<file path="src/rtl/freelist_if.sv">
// Port bundle between rename/commit and the physical register free list.
// The master drives requests, commits and flush; the slave returns grants and the free count.
interface freelist_if #(
    parameter int PREG_W = 6,
    parameter int CNT_W  = 6
);
    logic              alloc0_req;
    logic              alloc1_req;
    logic              alloc_ready;
    logic [PREG_W-1:0] alloc0_preg;
    logic [PREG_W-1:0] alloc1_preg;
    logic              commits0_valid;
    logic              commits0_need_to_wb;
    logic [PREG_W-1:0] commits0_old_prd;
    logic              commits1_valid;
    logic              commits1_need_to_wb;
    logic [PREG_W-1:0] commits1_old_prd;
    logic              flush_valid;
    logic [CNT_W-1:0]  free_count;

    modport master (
        output alloc0_req, alloc1_req,
        output commits0_valid, commits0_need_to_wb, commits0_old_prd,
        output commits1_valid, commits1_need_to_wb, commits1_old_prd,
        output flush_valid,
        input  alloc_ready, alloc0_preg, alloc1_preg, free_count
    );

    modport slave (
        input  alloc0_req, alloc1_req,
        input  commits0_valid, commits0_need_to_wb, commits0_old_prd,
        input  commits1_valid, commits1_need_to_wb, commits1_old_prd,
        input  flush_valid,
        output alloc_ready, alloc0_preg, alloc1_preg, free_count
    );
endinterface

</file>
<file path="src/rtl/freelist.sv">
// Circular free list of physical registers for a 2-wide rename/commit pipeline.
// Speculative allocations roll back to the committed head on a flush.
module freelist #(
    parameter int NUM_PREGS = 64,
    parameter int DEPTH     = 32
) (
    input logic       clock,
    input logic       reset_n,
    freelist_if.slave fl
);
    localparam int PREG_W = $clog2(NUM_PREGS);
    localparam int IDX_W  = $clog2(DEPTH);
    localparam int PTR_W  = IDX_W + 1;

    typedef logic [PREG_W-1:0] preg_t;
    typedef logic [PTR_W-1:0]  ptr_t;

    preg_t      queue [DEPTH];
    ptr_t       spec_head;
    ptr_t       arch_head;
    ptr_t       tail;
    ptr_t       spec_head_next;
    ptr_t       arch_head_next;
    ptr_t       tail_next;
    ptr_t       spec_head_p1;
    ptr_t       tail_slot1;
    ptr_t       free_count;
    logic       free0;
    logic       free1;
    logic       grant;
    logic [1:0] num_free;
    logic [1:0] num_alloc;

    // Pointers carry a wrap bit so a full list (tail - head = DEPTH) is distinct from empty.
    assign free_count   = tail - spec_head;
    assign spec_head_p1 = spec_head + ptr_t'(1);

    assign fl.free_count  = free_count;
    assign fl.alloc_ready = (free_count >= ptr_t'(2));
    assign fl.alloc0_preg = queue[spec_head[IDX_W-1:0]];
    assign fl.alloc1_preg = fl.alloc0_req ? queue[spec_head_p1[IDX_W-1:0]]
                                          : queue[spec_head[IDX_W-1:0]];

    assign free0      = fl.commits0_valid & fl.commits0_need_to_wb;
    assign free1      = fl.commits1_valid & fl.commits1_need_to_wb;
    assign num_free   = {1'b0, free0} + {1'b0, free1};
    assign num_alloc  = {1'b0, fl.alloc0_req} + {1'b0, fl.alloc1_req};
    assign grant      = fl.alloc_ready & ~fl.flush_valid;
    assign tail_slot1 = free0 ? tail + ptr_t'(1) : tail;

    // Every writing commit retires one allocation, so arch_head tracks tail's advance;
    // a flush rewinds spec_head to that post-commit checkpoint.
    always_comb begin
        arch_head_next = arch_head + ptr_t'(num_free);
        tail_next      = tail + ptr_t'(num_free);
        spec_head_next = spec_head;
        if (fl.flush_valid) begin
            spec_head_next = arch_head_next;
        end else if (grant) begin
            spec_head_next = spec_head + ptr_t'(num_alloc);
        end
    end

    always_ff @(posedge clock or negedge reset_n) begin
        if (!reset_n) begin
            spec_head <= '0;
            arch_head <= '0;
            tail      <= ptr_t'(DEPTH);
        end else begin
            spec_head <= spec_head_next;
            arch_head <= arch_head_next;
            tail      <= tail_next;
        end
    end

    // Out of reset the upper pregs are free; the lower ones hold the architectural mapping.
    always_ff @(posedge clock or negedge reset_n) begin
        if (!reset_n) begin
            for (int i = 0; i < DEPTH; i++) begin
                queue[i] <= preg_t'(NUM_PREGS - DEPTH + i);
            end
        end else begin
            if (free0) begin
                queue[tail[IDX_W-1:0]] <= fl.commits0_old_prd;
            end
            if (free1) begin
                queue[tail_slot1[IDX_W-1:0]] <= fl.commits1_old_prd;
            end
        end
    end

    free_when_full: assert property (@(posedge clock) disable iff (!reset_n)
        !((free0 || free1) && (free_count == ptr_t'(DEPTH))));

    head_past_tail: assert property (@(posedge clock) disable iff (!reset_n)
        free_count <= ptr_t'(DEPTH));
endmodule

</file>
<file path="src/flat_wrapper.sv">
// flat-port wrapper written by rule: the top's interface ports become plain ports
module freelist_flat 
#(
    parameter int NUM_PREGS = 64,
    parameter int DEPTH     = 32
)
  (clock, reset_n, fl_alloc0_req, fl_alloc1_req, fl_commits0_valid, fl_commits0_need_to_wb, fl_commits0_old_prd, fl_commits1_valid, fl_commits1_need_to_wb, fl_commits1_old_prd, fl_flush_valid, fl_alloc_ready, fl_alloc0_preg, fl_alloc1_preg, fl_free_count);
  freelist_if fl_i ();
  input logic clock;
  input logic reset_n;
  input wire logic [$bits(fl_i.alloc0_req)-1:0] fl_alloc0_req;
  input wire logic [$bits(fl_i.alloc1_req)-1:0] fl_alloc1_req;
  input wire logic [$bits(fl_i.commits0_valid)-1:0] fl_commits0_valid;
  input wire logic [$bits(fl_i.commits0_need_to_wb)-1:0] fl_commits0_need_to_wb;
  input wire logic [$bits(fl_i.commits0_old_prd)-1:0] fl_commits0_old_prd;
  input wire logic [$bits(fl_i.commits1_valid)-1:0] fl_commits1_valid;
  input wire logic [$bits(fl_i.commits1_need_to_wb)-1:0] fl_commits1_need_to_wb;
  input wire logic [$bits(fl_i.commits1_old_prd)-1:0] fl_commits1_old_prd;
  input wire logic [$bits(fl_i.flush_valid)-1:0] fl_flush_valid;
  output wire logic [$bits(fl_i.alloc_ready)-1:0] fl_alloc_ready;
  output wire logic [$bits(fl_i.alloc0_preg)-1:0] fl_alloc0_preg;
  output wire logic [$bits(fl_i.alloc1_preg)-1:0] fl_alloc1_preg;
  output wire logic [$bits(fl_i.free_count)-1:0] fl_free_count;
  assign fl_i.alloc0_req = fl_alloc0_req;
  assign fl_i.alloc1_req = fl_alloc1_req;
  assign fl_i.commits0_valid = fl_commits0_valid;
  assign fl_i.commits0_need_to_wb = fl_commits0_need_to_wb;
  assign fl_i.commits0_old_prd = fl_commits0_old_prd;
  assign fl_i.commits1_valid = fl_commits1_valid;
  assign fl_i.commits1_need_to_wb = fl_commits1_need_to_wb;
  assign fl_i.commits1_old_prd = fl_commits1_old_prd;
  assign fl_i.flush_valid = fl_flush_valid;
  assign fl_alloc_ready = fl_i.alloc_ready;
  assign fl_alloc0_preg = fl_i.alloc0_preg;
  assign fl_alloc1_preg = fl_i.alloc1_preg;
  assign fl_free_count = fl_i.free_count;
  freelist #(.NUM_PREGS(NUM_PREGS), .DEPTH(DEPTH)) u_core (.clock(clock), .reset_n(reset_n), .fl(fl_i));
endmodule
</file>
<file path="config.mk">
export PLATFORM = sky130hd
export DESIGN_NAME = freelist_flat
export DESIGN_NICKNAME = d
export VERILOG_FILES = /design/src/rtl/freelist_if.sv /design/src/rtl/freelist.sv /design/src/flat_wrapper.sv
export SDC_FILE = /design/constraint.sdc
export NUM_CORES = 1
export LEC_CHECK = 0
export ABC_AREA = 1
export BUFFER_PORTS_ARGS = -buffer_cell sky130_fd_sc_hd__buf_2
export CAP_MARGIN = 10
export CELL_PAD_IN_SITES_DETAIL_PLACEMENT = 0
export CELL_PAD_IN_SITES_GLOBAL_PLACEMENT = 1
export CORE_AREA = 2 2 193 195
export DETAILED_ROUTE_END_ITERATION = 10
export DIE_AREA = 0 0 195 197
export GPL_TIMING_DRIVEN = 0
export MAX_ROUTING_LAYER = met4
export PLACE_DENSITY_LB_ADDON = 0.15
export SLEW_MARGIN = 40
export SYNTH_ARGS = -nofsm -noshare
export SYNTH_HDL_FRONTEND = slang
export SYNTH_SLANG_ARGS = --single-unit
</file>
<file path="constraint.sdc">
create_clock -name clock -period 2.6 [get_ports clock]
set_clock_uncertainty 0.15 [all_clocks]
set_input_delay 0.13 -clock clock [delete_from_list [all_inputs] [get_ports clock]]
set_output_delay 0.13 -clock clock [all_outputs]
set_load 0.005 [all_outputs]
</file>
==> flow_metrics.env, run 1 <==
export IMPL_cts_made_buffers=26
export IMPL_power_switching_mw=15.0
export IMPL_post_dp_cell_area_sq_um=16000
export IMPL_p_sw_share_pct=49.9
export IMPL_cp_required_ns=2.32
export IMPL_hold_depth=6
export IMPL_final_common_cell="nand2_1"
export IMPL_power_leakage_nw=8.56
export IMPL_path_max_fanout=7
export IMPL_ys_seq_area_share_pct=35.9
export IMPL_syn2layout_area_growth_pct=28.1
export IMPL_finalSetupViolCount=13
export IMPL_drv_slew=0
export IMPL_cts_buffer_depth=3
export IMPL_dr_first_iter_drc_count=1818
export IMPL_crit_path_end_kind="primary output"
export IMPL_fp_dieW_um=195
export IMPL_slowest_stage="dfrtp_2"
export IMPL_path_class="register to primary output"
export IMPL_n_antenna_cell=0
export IMPL_grt_pass1_vias=15700
export IMPL_r2r_end="u_core.spec_head[5]$_DFFE_PN0P_"
export IMPL_reg2reg_slack_ns=0.09
export IMPL_yosys_cell_types_count=34
export IMPL_violations="negative setup slack"
export IMPL_start_kind="register"
export IMPL_placementRows=70
export IMPL_rsz0062_at_grt="yes"
export IMPL_ios=40
export IMPL_design_area_sq_um=19300
export IMPL_seq_power_share_pct=21.8
export IMPL_core_area_sq_um=36300
export IMPL_multi_input_area_sq_um=8980
export IMPL_path_cells="buf_12 -> buf_12 -> buf_8 -> o211ai_1 -> o21ai_1 -> a21oi_2 -> nand2_4 -> nand3_2 -> nand2_2 -> buf_2"
export IMPL_slowest_delay_ns=0.50
export IMPL_grt_remaining_overflow=0
export IMPL_comb_power_share_pct=64.6
export IMPL_cp_common_cell="buf_12"
export IMPL_n_fill_cell=3684
export IMPL_hold_viol=0
export IMPL_cts_tree="done"
export IMPL_holdWs_ns=0.0162
export IMPL_die_area_sq_um=38400
export IMPL_max_clock_freq_ghz=0.351
export IMPL_die_h_um=197
export IMPL_start_util_pct=41.5
export IMPL_hold_class="input port to register"
export IMPL_drive_gt1_share_pct=25.5
export IMPL_yosys_warnings=0
export IMPL_via_count=16800
export IMPL_gp_congestion=1.00
export IMPL_routed_via_density=5.73
export IMPL_ys_ff_latch=210
export IMPL_power_density_nw_per_um2=1560
export IMPL_postRouteAntennaNets=0
export IMPL_cts_root_buf="clkbuf_16"
export IMPL_hold_end="u_core.spec_head[0]$_DFFE_PN0P_"
export IMPL_fin_ws_ns=-0.247
export IMPL_first_pass_iters=6
export IMPL_routed_wl_mm=73.1
export IMPL_syn_area_per_cell_sq_um=6.54
export IMPL_grt_use_total_pct=38.6
export IMPL_hold_path_startpoint="fl_alloc1_req"
export IMPL_power_internal_mw=15.1
export IMPL_ir_drop_mv=0.729
export IMPL_grt_pass1_wl_mm=105
export IMPL_power_frac_clock_pct=13.6
export IMPL_dp_hpwl_mm=51.6
export IMPL_antenna_found_initial=0
export IMPL_grt_start_max_net_pins=64
export IMPL_regArea_sq_um=5400
export IMPL_syn_nets=2342
export IMPL_clk_pin_slew_ns=0.06
export IMPL_routedWlPerCell_um=25.0
export IMPL_reg2reg_depth=14
export IMPL_nets=2477
export IMPL_remaining_drc_errors=0
export IMPL_status="complete, but fails checks"
export IMPL_period_share_pct=109
export IMPL_period_needed_ns=2.85
export IMPL_portBuffers=38
export IMPL_syn_inst=2301
export IMPL_htreeDepth=1
export IMPL_cts_sinks=210
export IMPL_r2r_start="u_core.spec_head[0]$_DFFE_PN0P_"
export IMPL_power_mw=30.1
export IMPL_netlist_area_sq_um=15000
export IMPL_slew_headroom_pct=35.8
export IMPL_worst_pin_slew_ns=0.963
export IMPL_drv_cap=0
export IMPL_clock_latency_ns=0.56
export IMPL_final_cell_mix="nand2_1 (791), o21ai_0 (246), o21ai_1 (185), nand3_1 (174), inv_1 (163)"
export IMPL_worstPathArrival_ns=2.57
[power by group through the flow]
stage,clock network (mW),registers [mW],logic [mW]
6_report,4.10,6.55,19.4
5_1_grt,4.23,6.71,20.7
4_1_cts,4.12,6.48,16.4
2_1_floorplan,0,5.97,9.17
3_5_place_dp,0,6.49,14.4
3_3_place_gp,0,6.45,14.2
[synthesized netlist by cell type]
master,n,area share [%]
a21o_1,1,0.050
a21oi_1,34,1.1
a21oi_4,1,0.11
buf_1,5,0.12
buf_2,69,2.3
buf_4,2,0.10
buf_6,10,0.75
clkbuf_1,94,2.3
clkinv_1,3,0.075
clkinv_2,1,0.033
dfrtp_1,97,16
dfstp_2,113,20
fa_1,4,0.53
ha_1,16,1.3
inv_1,174,4.3
inv_2,3,0.075
inv_4,1,0.042
nand2_1,826,21
nand2_2,9,0.37
nand2_4,1,0.075
nand3_1,255,8.5
nand3_2,8,0.53
nand3_4,1,0.12
nand4_1,9,0.37
nor2_1,41,1.0
nor2_2,6,0.25
nor2_4,3,0.22
nor3_1,3,0.10
o211ai_1,31,1.5
o21ai_0,278,9.2
o21ai_1,157,5.2
o21ai_2,29,1.7
xnor2_1,7,0.41
xor2_1,9,0.52
[what timing repair did]
action                                  4_1_cts  5_1_grt
buffers inserted                             25       17
gates cloned                                  0        8
endpoints found under the setup margin      216       92
hold buffers                                 17        0
gates resized for setup                     229      224
pin swaps                                    25       64
endpoints found under the hold margin       121        0
[critical path: cells and delay by family, from the launching register on]
family / cells / cell delay, ns
AOI/OAI and AO/OA: 3 / 0.65
buffers and inverters: 4 / 0.58
DFF: 1 / 0.50
and+or+nand+nor: 3 / 0.26
[metal layers]
metal | up-vias | wire, um | GRT usage, %
met1 | 8000 | 30800 | 50.5
met4 | 0 | 4080 | 18.7
met2 | 765 | 32200 | 58.8
li1 | 7776 | - | -
met3 | 211 | 6080 | 5.99
met5 | - | 0 | -
[state kept, by name (all words and copies together) (netlist names)]
register and cells:
u_core.queue 192, u_core.spec_head 6, u_core.arch_head 6, u_core.tail 6
[final cells by class]
type                       instances  share of cell area [%]
multi-input combinational       1729                    46.6
clock buffer                      39                    4.10
inverter                         182                    3.78
timing repair buffer             109                    5.97
buffer                           178                    7.65
tap                              468                    3.04
sequential                       210                    28.0
clock inverter                     9                   0.844
[stage by stage]
step | worst slack [ns] | instances | util (%) | setup TNS [ns]
finish | -0.247 | 2924 | 53.2 | -2.10
floorplan | 0.00784 | 2301 | - | 0
CTS | -0.203 | 2899 | 50.0 | -1.89
global placement | -2.66 | 2807 | 43.6 | -485.87
detailed placement | -0.958 | 2810 | 44.0 | -81.69
global route | -0.239 | 2924 | 53.2 | -2.60
[cells by family after synthesis]
kind of cell,Yosys count,synth area share [%]
fa+ha+maj,20,1.86
compound gates,531,19.0
xor+xnor,16,0.932
simple gates,1162,32.2
buf+inv,362,10.2
flops,210,35.9
[how the worst max path moves through the flow]
stage | from | end | cells past startpoint
4_1_cts | u_core.spec_head[0]$_DFFE_PN0P_ | fl_alloc1_preg[1] | 11
5_1_grt | u_core.spec_head[0]$_DFFE_PN0P_ | fl_alloc1_preg[4] | 11
6_report | u_core.spec_head[0]$_DFFE_PN0P_ | fl_alloc1_preg[4] | 10
3_5_place_dp | u_core.spec_head[2]$_DFFE_PN0P_ | u_core.spec_head[0]$_DFFE_PN0P_ | 14
3_3_place_gp | reset_n | u_core.queue[106]$_DFF_PN0_ | 1
2_1_floorplan | u_core.spec_head[2]$_DFFE_PN0P_ | u_core.spec_head[0]$_DFFE_PN0P_ | 14
Note: power is estimated with default switching activity, not from simulation.
==> run 2: changes to the inputs <==
--- a/config.mk
+++ b/config.mk
@@ -10,9 +10,9 @@
 export CAP_MARGIN = 10
 export CELL_PAD_IN_SITES_DETAIL_PLACEMENT = 0
 export CELL_PAD_IN_SITES_GLOBAL_PLACEMENT = 1
-export CORE_AREA = 2 2 193 195
+export CORE_AREA = 2 2 211 213
 export DETAILED_ROUTE_END_ITERATION = 10
-export DIE_AREA = 0 0 195 197
+export DIE_AREA = 0 0 213 215
 export GPL_TIMING_DRIVEN = 0
 export MAX_ROUTING_LAYER = met4
 export PLACE_DENSITY_LB_ADDON = 0.15
==> constraint.sdc (replaced) <==
create_clock -name clock -period 2.6 [get_ports clock]
set_clock_uncertainty 0.15 [all_clocks]
set_input_delay 0.39 -clock clock [delete_from_list [all_inputs] [get_ports clock]]
set_output_delay 0.39 -clock clock [all_outputs]
set_load 0.005 [all_outputs]
==> run 2 against run 1 <==
Effect of this change:
- the flow still finishes with violations (negative setup slack)
- via count fell by 0.83%
- cell count rose by 4.3%
- routed wire length rose by 2.0%
- register-to-register slack improved by 0.02 ns
- maximum frequency fell by 7.4%
- clock-buffer cell count did not move
- worst setup slack got worse by 0.23 ns
- non-clock buffer count fell by 2
==> flow_metrics.env, run 2 (synthesis results as in run 1) <==
export IMPL_status="complete, but fails checks"
export IMPL_violations="negative setup slack"
export IMPL_rsz0062_at_grt="yes"
export IMPL_slowest_delay_ns=0.50
export IMPL_antenna_found_initial=3
export IMPL_path_cells="buf_12 -> buf_8 -> buf_12 -> o211ai_1 -> nand3_1 -> nand3_2 -> nand2_4 -> nand3_1 -> nand2_2 -> buf_2"
export IMPL_dp_slack_ns=-0.872
export IMPL_setup_tns_ns=-6.16
export IMPL_first_pass_iters=5
export IMPL_remaining_drc_errors=0
export IMPL_cts_sinks=210
export IMPL_path_max_fanout=10
export IMPL_period_needed_ns=3.07
export IMPL_dr_first_iter_drc_count=1870
export IMPL_htreeDepth=1
export IMPL_hold_end="u_core.queue[8]$_DFF_PN1_"
export IMPL_n_fill_cell=4491
export IMPL_drv_cap=0
export IMPL_grt_pass1_wl_mm=106
export IMPL_cts_made_buffers=27
export IMPL_fin_ws_ns=-0.473
export IMPL_core_area_sq_um=43600
export IMPL_final_cell_mix="nand2_1 (787), o21ai_0 (240), o21ai_1 (190), nand3_1 (166), inv_1 (161)"
export IMPL_worstPathArrival_ns=2.53
export IMPL_postRouteAntennaNets=0
export IMPL_finalSetupViolCount=18
export IMPL_r2r_start="u_core.tail[1]$_DFF_PN0_"
export IMPL_cts_root_buf="clkbuf_16"
export IMPL_grt_pass1_vias=15400
export IMPL_nets=2476
export IMPL_power_density_nw_per_um2=1580
export IMPL_dp_hpwl_mm=53.2
export IMPL_grt_remaining_overflow=0
export IMPL_power_leakage_nw=8.59
export IMPL_reg2reg_slack_ns=0.11
export IMPL_via_count=16600
export IMPL_clk_pin_slew_ns=0.06
export IMPL_cp_required_ns=2.06
export IMPL_hold_depth=3
export IMPL_routedWlPerCell_um=24.5
export IMPL_clock_latency_ns=0.58
export IMPL_grt_use_total_pct=33.2
export IMPL_cts_buffer_depth=3
export IMPL_slew_headroom_pct=39.0
export IMPL_crit_path_end_kind="primary output"
export IMPL_routed_wl_mm=74.6
export IMPL_wl_met3_mm=5.13
export IMPL_routed_via_density=5.45
export IMPL_fp_dieW_um=213
export IMPL_r2r_end="u_core.queue[118]$_DFF_PN0_"
export IMPL_die_h_um=215
export IMPL_die_area_sq_um=45800
export IMPL_final_common_cell="nand2_1"
export IMPL_wl_met2_mm=33.4
export IMPL_path_class="register to primary output"
export IMPL_worst_pin_slew_ns=0.915
export IMPL_gp_congestion=0.981
export IMPL_period_share_pct=118
export IMPL_syn2layout_area_growth_pct=30.1
export IMPL_drive_gt1_share_pct=26.5
export IMPL_wl_met1_mm=32.8
export IMPL_top_layer="met4"
export IMPL_cts_tree="done"
export IMPL_hold_class="input port to register"
export IMPL_portBuffers=38
export IMPL_slowest_stage="dfrtp_2"
export IMPL_hold_path_startpoint="fl_commits1_old_prd[2]"
export IMPL_grt_start_max_net_pins=67
export IMPL_ir_drop_mv=0.706
export IMPL_largest_register_ffs=192
export IMPL_start_kind="register"
export IMPL_regMostFlops="u_core.queue"
export IMPL_reg2reg_depth=13
export IMPL_max_clock_freq_ghz=0.325
export IMPL_drv_slew=0
export IMPL_hold_viol=0
export IMPL_ios=40
export IMPL_start_util_pct=34.5
export IMPL_placementRows=77
## run 2: metrics by stage
step	instance area (sq um)	hold WS, ns	instances	total power [mW]	util (%)
after floorplan	15000	-0.0556	2301	15.2	-
after global placement	16000	0.315	2931	20.9	36.6
after detailed placement	16100	0.129	2934	21.0	36.9
after CTS	19000	0.0218	3031	29.5	43.6
after global routing	19600	0.0518	3048	32.7	44.8
final	19600	0.0425	3049	31.0	44.8
## run 2: how the worst max path moves through the flow
stage                               startpoint                     endpoint  slack [ns]  cells after the start
2_1_floorplan  u_core.spec_head[2]$_DFFE_PN0P_               fl_alloc_ready        0.06                     12
3_3_place_gp                           reset_n  u_core.queue[100]$_DFF_PN0_       -3.01                      1
3_5_place_dp   u_core.spec_head[0]$_DFFE_PN0P_            fl_alloc1_preg[3]       -0.87                      9
4_1_cts        u_core.spec_head[0]$_DFFE_PN0P_            fl_alloc1_preg[4]       -0.43                     10
5_1_grt        u_core.spec_head[0]$_DFFE_PN0P_            fl_alloc1_preg[4]       -0.52                     10
6_report       u_core.spec_head[0]$_DFFE_PN0P_            fl_alloc1_preg[2]       -0.47                     10
## run 2: routing by layer
| metal | vias up | GRT usage [%] |
|---|---|---|
| li1 | 7784 | - |
| met1 | 8008 | 46.0 |
| met2 | 666 | 49.7 |
| met3 | 155 | 3.36 |
| met4 | 0 | 12.8 |
| met5 | - | - |
## run 2: critical path, delay by kind of cell (launching register included)
| family | cells | cell delay, ns |
|---|---|---|
| buffers and inverters | 4 | 0.62 |
| flip-flops | 1 | 0.50 |
| AO/OA/AOI/OAI | 1 | 0.22 |
| AND/OR/NAND/NOR | 5 | 0.60 |
## run 2: where the power goes
group | switching (mW) | total (mW) | internal (mW)
clock network | 1.63 | 3.97 | 2.35
logic | 12.5 | 20.4 | 7.94
registers | 1.34 | 6.59 | 5.25
## run 2: area by class of cell
cell class,instances,area [sq um],area share [%]
multi-input combinational,1729,9120,46.6
sequential,210,5400,27.6
tap,592,741,3.78
timing repair buffer,105,1090,5.58
clock buffer,39,771,3.94
inverter,182,744,3.80
antenna,1,2.50,0.0128
clock inverter,11,139,0.710
buffer,180,1570,8.00
## run 2: what timing repair did
item,4_1_cts,5_1_grt
setup endpoints to repair,216,150
hold buffers,2,0
pin swaps,72,43
hold endpoints to repair,106,0
gates cloned,4,5
setup buffers,41,13
resized for setup,384,103
